===== config.mk =====
export PLATFORM = sky130hd
export DESIGN_NAME = multi_button_counter
export DESIGN_NICKNAME = d
export VERILOG_FILES = /design/src/rtl/counting_pkg.sv /design/src/rtl/button_debounce.sv /design/src/rtl/multi_button_counter.sv
export SDC_FILE = /design/constraint.sdc
export NUM_CORES = 1
export LEC_CHECK = 0
export BUFFER_PORTS_ARGS = -buffer_cell sky130_fd_sc_hd__buf_2
export CAP_MARGIN = 15
export CORE_MARGIN = 3
export CORE_UTILIZATION = 41
export CTS_CLUSTER_DIAMETER = 50
export DETAILED_ROUTE_END_ITERATION = 10
export MAX_ROUTING_LAYER = met4
export SETUP_SLACK_MARGIN = 0.1
export SYNTH_ARGS = -nofsm -noshare
export SYNTH_HDL_FRONTEND = slang
export SYNTH_SLANG_ARGS = --single-unit

===== constraint.sdc =====
create_clock -name clk -period 4.54 [get_ports clk]
set_input_delay 0.681 -clock clk [delete_from_list [all_inputs] [get_ports clk]]
set_output_delay 0.681 -clock clk [all_outputs]
set_load 0.01 [all_outputs]

===== src/rtl/counting_pkg.sv =====
// Shared button indices and the single-digit BCD step used by the counter
// (and by any test model that wants the same arithmetic).
package counting_pkg;

  localparam int BTN_INC  = 0;
  localparam int BTN_DEC  = 1;
  localparam int BTN_CLR  = 2;
  localparam int BTN_MODE = 3;
  localparam int NUM_BTN  = 4;

  // Returns {carry_or_borrow, next_digit} for one BCD digit.
  function automatic logic [4:0] bcd_step(input logic [3:0] value, input logic up);
    if (up) return (value == 4'd9) ? {1'b1, 4'd0} : {1'b0, value + 4'd1};
    else    return (value == 4'd0) ? {1'b1, 4'd9} : {1'b0, value - 4'd1};
  endfunction

endpackage


===== src/rtl/button_debounce.sv =====
// One button: two-flop synchroniser, debounce, registered press pulse and
// optional hold-to-auto-repeat.
module button_debounce #(
  parameter int DEBOUNCE_CYCLES = 16,
  parameter int HOLD_CYCLES     = 0,
  parameter int REPEAT_CYCLES   = 8
) (
  input  logic clk,
  input  logic reset,
  input  logic btn,
  output logic pulse
);

  localparam int CW = $clog2(DEBOUNCE_CYCLES + 1);
  localparam logic [CW-1:0] DB_MAX = CW'(DEBOUNCE_CYCLES - 1);

  (* ASYNC_REG = "TRUE" *) logic sync1;
  (* ASYNC_REG = "TRUE" *) logic sync2;
  logic [CW-1:0] db_cnt;
  logic stable, stable_d, press, rpt, rise;

  always_ff @(posedge clk) begin
    if (reset) begin
      sync1 <= 1'b0;
      sync2 <= 1'b0;
    end else begin
      sync1 <= btn;
      sync2 <= sync1;
    end
  end

  // Any return to the stable level restarts the window, so short glitches never flip it.
  always_ff @(posedge clk) begin
    if (reset) begin
      db_cnt   <= '0;
      stable   <= 1'b0;
      stable_d <= 1'b0;
      press    <= 1'b0;
    end else begin
      stable_d <= stable;
      press    <= rise;
      if (sync2 == stable) begin
        db_cnt <= '0;
      end else if (db_cnt == DB_MAX) begin
        stable <= ~stable;
        db_cnt <= '0;
      end else begin
        db_cnt <= db_cnt + 1'b1;
      end
    end
  end

  assign rise = stable & ~stable_d;

  generate
    if (HOLD_CYCLES > 0) begin : g_repeat
      localparam int HW = $clog2(HOLD_CYCLES + 1);
      localparam int RW = $clog2(REPEAT_CYCLES + 1);
      localparam logic [HW-1:0] HOLD_MAX = HW'(HOLD_CYCLES - 1);
      localparam logic [RW-1:0] REP_MAX  = RW'(REPEAT_CYCLES - 1);
      logic [HW-1:0] hold_cnt;
      logic [RW-1:0] rep_cnt;
      logic repeating;

      // hold_cnt equals the number of cycles since the press pulse.
      always_ff @(posedge clk) begin
        if (reset || !stable) begin
          hold_cnt  <= '0;
          rep_cnt   <= '0;
          repeating <= 1'b0;
          rpt       <= 1'b0;
        end else begin
          rpt <= 1'b0;
          if (rise) begin
            hold_cnt <= '0;
          end else if (!repeating) begin
            if (hold_cnt == HOLD_MAX) begin
              rpt       <= 1'b1;
              repeating <= 1'b1;
              rep_cnt   <= '0;
            end else begin
              hold_cnt <= hold_cnt + 1'b1;
            end
          end else if (rep_cnt == REP_MAX) begin
            rpt     <= 1'b1;
            rep_cnt <= '0;
          end else begin
            rep_cnt <= rep_cnt + 1'b1;
          end
        end
      end
    end else begin : g_no_repeat
      assign rpt = 1'b0;
    end
  endgenerate

  assign pulse = press | rpt;

endmodule


===== src/rtl/multi_button_counter.sv =====
// Debounced INC/DEC/CLR/MODE counter feeding seven_segment, counting in hex or
// BCD with a one-cycle wrap pulse.
module multi_button_counter
  import counting_pkg::*;
#(
  parameter int NUM_DIGITS      = 8,
  parameter int DEBOUNCE_CYCLES = 16,
  parameter int HOLD_CYCLES     = 0,
  parameter int REPEAT_CYCLES   = 8,
  parameter bit RESET_MODE_DEC  = 1'b0
) (
  input  logic                    clk,
  input  logic                    reset,
  input  logic [3:0]              btn,
  output logic [NUM_DIGITS*4-1:0] encoded,
  output logic [NUM_DIGITS-1:0]   digit_point,
  output logic                    dec_mode,
  output logic                    wrap
);

  localparam int W = NUM_DIGITS * 4;

  logic [NUM_BTN-1:0] ev;
  logic [W-1:0] hex_next, bcd_next;
  logic hex_wrap, cy, up;
  logic [4:0] st;

  for (genvar b = 0; b < NUM_BTN; b++) begin : g_btn
    button_debounce #(
      .DEBOUNCE_CYCLES(DEBOUNCE_CYCLES),
      .HOLD_CYCLES    ((b == BTN_INC || b == BTN_DEC) ? HOLD_CYCLES : 0),
      .REPEAT_CYCLES  (REPEAT_CYCLES)
    ) u_db (
      .clk  (clk),
      .reset(reset),
      .btn  (btn[b]),
      .pulse(ev[b])
    );
  end

  // BCD ripple: each digit steps only while the previous one carried/borrowed.
  always_comb begin
    up       = ev[BTN_INC];
    hex_next = up ? encoded + 1'b1 : encoded - 1'b1;
    hex_wrap = up ? &encoded : ~|encoded;
    bcd_next = encoded;
    cy       = 1'b1;
    st       = '0;
    for (int i = 0; i < NUM_DIGITS; i++) begin
      st = bcd_step(encoded[4*i +: 4], up);
      if (cy) begin
        bcd_next[4*i +: 4] = st[3:0];
        cy                 = st[4];
      end
    end
  end

  always_ff @(posedge clk) begin
    if (reset) begin
      encoded  <= '0;
      dec_mode <= RESET_MODE_DEC;
      wrap     <= 1'b0;
    end else begin
      wrap <= 1'b0;
      if (ev[BTN_CLR]) begin
        encoded <= '0;
      end else if (ev[BTN_MODE]) begin
        dec_mode <= ~dec_mode;
        encoded  <= '0;
      end else if (ev[BTN_INC] ^ ev[BTN_DEC]) begin
        encoded <= dec_mode ? bcd_next : hex_next;
        wrap    <= dec_mode ? cy : hex_wrap;
      end
    end
  end

  always_comb begin
    digit_point    = '1;
    digit_point[0] = ~dec_mode;
  end

endmodule


---- After elaboration in Yosys (flattened, before gate mapping) ----
Index checks and enable logic that the tools add are counted.
storage, ports and cells
  input bits .............................. 6
  bits in latches ......................... 0
  memory bits (writable) .................. 0
  output and inout port bits .............. 42
  word-level logic and storage cells ...... 170
  memories kept ........................... 0
  flip-flop bits (word level) ............. 74
  bits in read-only memories .............. 0
operators by class
  reduce and logical (&&, ||, !) cells .... 29
  eq/ne operators ......................... 23
  mux-type cells .......................... 42
  $add $sub $neg .......................... 22
  shifts and indexed selects .............. 0
  magnitude comparators ................... 0
  div/mod/pow operators ................... 0
  $mul .................................... 0
  bitwise operators ....................... 20
operators with widths
  operator                                                                  count
  5-bit 2-to-1 mux                                                          24
  32-bit 2-to-1 mux                                                         2
  32-bit by 1-bit adder with 32-bit output (second input constant)          1
  4-bit by 1-bit adder with 4-bit output (second input constant)            8
  4-bit equality test (second input constant)                               8
  4-bit zero test                                                           8
  32-bit AND reduction                                                      1
  32-bit OR reduction                                                       1
  32-bit by 1-bit subtractor with 32-bit output (second input constant)     1
  4-bit by 1-bit subtractor with 4-bit output (second input constant)       8
  4-bit 2-to-1 mux                                                          7
  2-bit AND reduction                                                       12
  5-bit by 1-bit adder with 5-bit output (second input constant)            4
  5-bit by 4-bit equality test with 1-bit output (second input constant)    4
  1-bit inverter                                                            15
  3-bit OR reduction                                                        5
  2-bit by 1-bit inequality test with 1-bit output (second input constant)  7
  1-bit 2-to-1 mux                                                          9
  1-bit bitwise AND                                                         4
  1-bit equality test                                                       4
  4-bit OR reduction                                                        1
  1-bit zero test                                                           1
  1-bit XOR                                                                 1

---- Depth between registers and ports, before layout ----
  depth after elaboration ................. 11
  gate-level depth with buffers ........... 13
  gate-level depth less buffers ........... 11

---- Cells and area by module ----
Synthesis repeated with hierarchy kept, for this count alone.
unflattened totals
  cell total of the unflattened synthesis .. 820
  area total of the unflattened synthesis .. 6129.6 sq um
modules (own cells, without submodules)
  module                seq. area each (sq um)  area each (sq um)  times used  cells an instance
  multi_button_counter  680.7                   4773.3             1           696
  button_debounce       200.2                   339.1              4           31

---- Worst setup path before layout ----
Ideal clock, no wire load.
  path kind ............................... register -> register
  start point ............................. register g_btn[0].u_db.press
  end point ............................... register encoded[29]
  stages on the path, launching flop included .. 13
  setup slack ............................. 1083 ps
  arrival ................................. 3325 ps
  path buffers ............................ 1
  setup time .............................. 132 ps
  data required time ...................... 4408 ps
  period minus slack after synthesis ...... 3457 ps
  cells stage by stage .................... dfxtp_1 buf_2 inv_1 ha_1 a21o_1 a21o_1 a22o_1 a311o_1 a31oi_4 nor4_2 a2111oi_4 xor2_1 o22ai_1
on the way
  longest elaborated chain between the ends .. 9
  elaborated cells on any way between the ends .. 20
  classes of those cells .................. 1 x eq/ne; 17 x mux; 1 x bitwise; 1 x reduce/logical
ends and longest elaborated chain
  what                                                               RTL line                    source
  from (decl)                                                        button_debounce.sv:20       logic stable, stable_d, press, rpt, rise;
  from (signal assigned)                                             button_debounce.sv:41       press <= rise;
  5-bit 2-to-1 mux                                                   counting_pkg.sv:13          if (up) return (value == 4'd9) ? {1'b1, 4'd0} : {1'b0, value + 4'd1};
  1-bit 2-to-1 mux (6 in a row)                                      multi_button_counter.sv:51  if (cy) begin
  2-bit by 1-bit inequality test with 1-bit output (no source line)  -
  2-bit AND reduction (no source line)                               -
  to (signal assigned)                                               multi_button_counter.sv:71  encoded <= dec_mode ? bcd_next : hex_next;
  to (decl)                                                          multi_button_counter.sv:15  output logic [NUM_DIGITS*4-1:0] encoded,
Parallel ways exist; a longest one is shown, timed or not. The select of a mux whose other input is x is not followed.
A chain may end at the register's enable or synchronous reset.

---- Final worst setup path ----
Ends and elaborated chain as after synthesis.

==> results.py <==
metrics = {
    "run_status": {
        "status": "completed",
    },
    "grt": {
        "antenna_found_initial": 0,
        "gr-total-overflow": 0,
        "grt_pass1_wl_um": 26900,
        "grt_usage": 0.209,
        "first_global_vias": 5326,
        "grt_max_degree": 78,
    },
    "sta": {
        "finClkSkew_ps": 8.59,
        "finalSetupViolations": 0,
        "finalHoldViolCount": 0,
        "layout_min_cycle_time_ps": 3450,
        "relSlewSlack": 0.341,
        "worst_pin_slew_ps": 989,
        "max_clock_freq_ghz": 0.290,
        "setup_tns_ps": 0,
        "rsz0062_at_grt": "no",
        "fin_crit_sh": 0.760,
        "drv_slew": 0,
    },
    "layout": {
        "drive_gt1_frac": 0.108,
        "design_area_sq_um": 6530,
        "area_growth_pct": 9.50,
        "final_nets": 842,
        "fill_cells": 1400,
        "fin_util": 0.465,
        "antenna_cells": 0,
    },
    "detailed_routing": {
        "drtPass1Iterations": 6,
        "wl_per_cell_um": 16.6,
        "ant_nets": 0,
        "wl_um": 16300,
        "vias": 5885,
        "viasPerCell": 5.99,
        "drt_iter0_drc": 635,
        "drc": 0,
    },
    "min_path": {
        "holdCritPathClass": "reg -> reg",
    },
    "power": {
        "p_int_mw": 1.16,
        "p_leak_nw": 2.72,
        "p_switching_uw": 334,
        "p_per_area_nw_per_um2": 229,
        "comb_power_share": 0.016,
        "p_seq_frac": 0.437,
        "clockPowerShare": 0.547,
        "irDropWorstVdd_mv": 0.214,
        "switching_share": 0.223,
    },
    "floorplan": {
        "ios": 48,
        "initial_core_util": 0.425,
        "die_y_um": 127,
        "die-area_sq_um": 16000,
        "die_x_um": 127,
        "rows": 43,
        "coreArea_sq_um": 14000,
    },
    "clock_tree": {
        "htree_num_levels": 3,
        "tritoncts_num_sinks": 74,
        "postCtsHoldBufs": 0,
        "clock_path_buffers": 2,
        "ctsResizeCount": 0,
        "root_buffer": "clkbuf_16",
        "clk_pin_slew_ps": 70,
        "clkLatencyLatePin_ps": 350,
        "post_cts_buffers": 0,
        "tritoncts": "yes",
        "numCtsBuffers": 9,
    },
    "logic_synthesis": {
        "ys_warn_count": 0,
        "synthesis.area_sq_um": 5970,
        "synth_common_cells": "nor2_1 (82), dfxtp_1 (74), a21oi_1 (64)",
        "synth_fa_ha_area_frac": 0.0831,
        "synth_top_family_by_area": "compound AO/OA/AOI/OAI gates",
        "yosys.area.top_type": "dfxtp_1",
        "async_flop_share": 0,
        "synthMuxAreaShare": 0.0206,
        "synthSimpleGateAreaFrac": 0.246,
        "synth-edff-count": 0,
        "synth_cell_types": 85,
        "syn_avg_cell_area_sq_um": 7.53,
        "yosysMostFrequentCell": "nor2_1",
        "synth_area_leaders": "dfxtp_1 (25%), ha_1 (8.0%), a21oi_1 (5.4%)",
        "yosys_register_bits": 74,
        "ys.flop_type": "dfxtp_1",
        "synth_compound_area_frac": 0.266,
        "synth_top_area_frac": 0.248,
        "synth_cells": 792,
        "ys_seq_area_frac": 0.248,
        "synth_xor_area_frac": 0.0734,
    },
    "setup_path": {
        "path_class": "reg -> reg",
        "start_kind": "register",
        "worstPathRequired_ps": 4740,
        "crit_fanout": 20,
        "crit_family": "compound AO/OA/AOI/OAI gates",
        "cp_num_buf_inv": 2,
        "path_cells": "inv_1, buf_4, ha_1, and2_1, a221o_1, a31o_2, a21o_1, a31oi_4, nor4_2, a2111oi_4, xor2_1, o22ai_1",
        "crit_path_end_kind": "register",
        "worstPathArrival_ps": 3650,
        "crit_slowest_cell": "inv_1",
        "cp_slowest_stage_delay_ps": 420,
    },
    "place": {
        "port_buffers": 40,
        "place_congestion": 0.946,
        "dpl-instance-area_sq_um": 6200,
        "hpwl_um": 11400,
    },
    "job": {
        "max_cap_viol_count": 0,
    },
}
==> final timing paths <==
path	from	end	slack, ps	cells after the start
min	g_btn[0].u_db.stable_d	g_btn[0].u_db.pulse	380	1
min reg2reg	g_btn[0].u_db.stable_d	g_btn[0].u_db.pulse	380	1
max reg2reg	g_btn[0].u_db.pulse	encoded[29]	1090	12
max	g_btn[0].u_db.pulse	encoded[29]	1090	12
==> per-stage QoR <==
stage	hold WS, ps	std cells	worst slack [ps]	power (mW)
final	379	982	1090	1.50
after global routing	396	982	790	1.54
after CTS	378	982	1110	1.51
after detailed placement	369	966	1130	0.693
after global placement	372	966	1200	0.692
after floorplan	367	798	1080	0.690
==> flip-flops by register name, indices dropped and copies added, names as in the netlist <==
name,cells
encoded,32
g_btn.u_db.db_cnt,20
g_btn.u_db.pulse,4
g_btn.u_db.stable,4
g_btn.u_db.stable_d,4
g_btn.u_db.sync1,4
g_btn.u_db.sync2,4
dec_mode,1
wrap,1
==> layer usage <==
metal / global-route usage / vias up / part of all wire
met5: - / - / 0
met3: 0.0341 / 31 / 0.048
met2: 0.322 / 165 / 0.46
li1: - / 2902 / -
met1: 0.276 / 2787 / 0.47
met4: 0.0801 / 0 / 0.025
==> cell type report <==
type                    instances  area, sq um  share of cell area
flip-flops and latches         74         1480               0.227
repair buffers                 46          245              0.0375
inverters                      26         97.6              0.0149
multi-input cells             640         4150               0.635
well taps                     180          225              0.0345
clock inverters                 6         97.6              0.0149
clock buffers                  10          239              0.0366
==> logic make-up (layout without fill, tap and decap cells) <==
group / Yosys count / count (layout)
muxes: 12 / 12
adders and majority gates: 39 / 39
buffers and inverters: 84 / 88
DFF: 74 / 74
other: 1 / 7
and+or+nand+nor: 293 / 293
AOI/OAI and AO/OA: 239 / 239
xor gates and xnor gates: 50 / 50
==> layout by cell type, fill, tap and decap left out, types with 9 or more instances in the layout <==
cell	synthesis	routed
ha_1	38	38
a31oi_1	9	9
xor2_1	18	18
a21o_1	14	14
o21ai_0	57	57
xnor2_1	32	32
dfxtp_1	74	73
and3_1	18	18
mux2i_1	10	10
nor3_1	30	29
o211ai_1	14	14
nor2_1	82	82
buf_2	5	40
nor2b_1	19	19
nand3_1	37	37
clkbuf_16	0	9
a21oi_1	64	64
nand2_1	50	50
inv_1	25	25
and2_1	13	13
==> power groups by stage <==
stage | clock, mW | combinational (mW) | sequential [mW]
detailed placement | 0 | 0.0231 | 0.670
CTS | 0.835 | 0.0232 | 0.655
finish | 0.820 | 0.0233 | 0.655
floorplan | 0 | 0.0202 | 0.670
global placement | 0 | 0.0226 | 0.670
global route | 0.863 | 0.0254 | 0.655
Power figures use the tool's default switching activity.
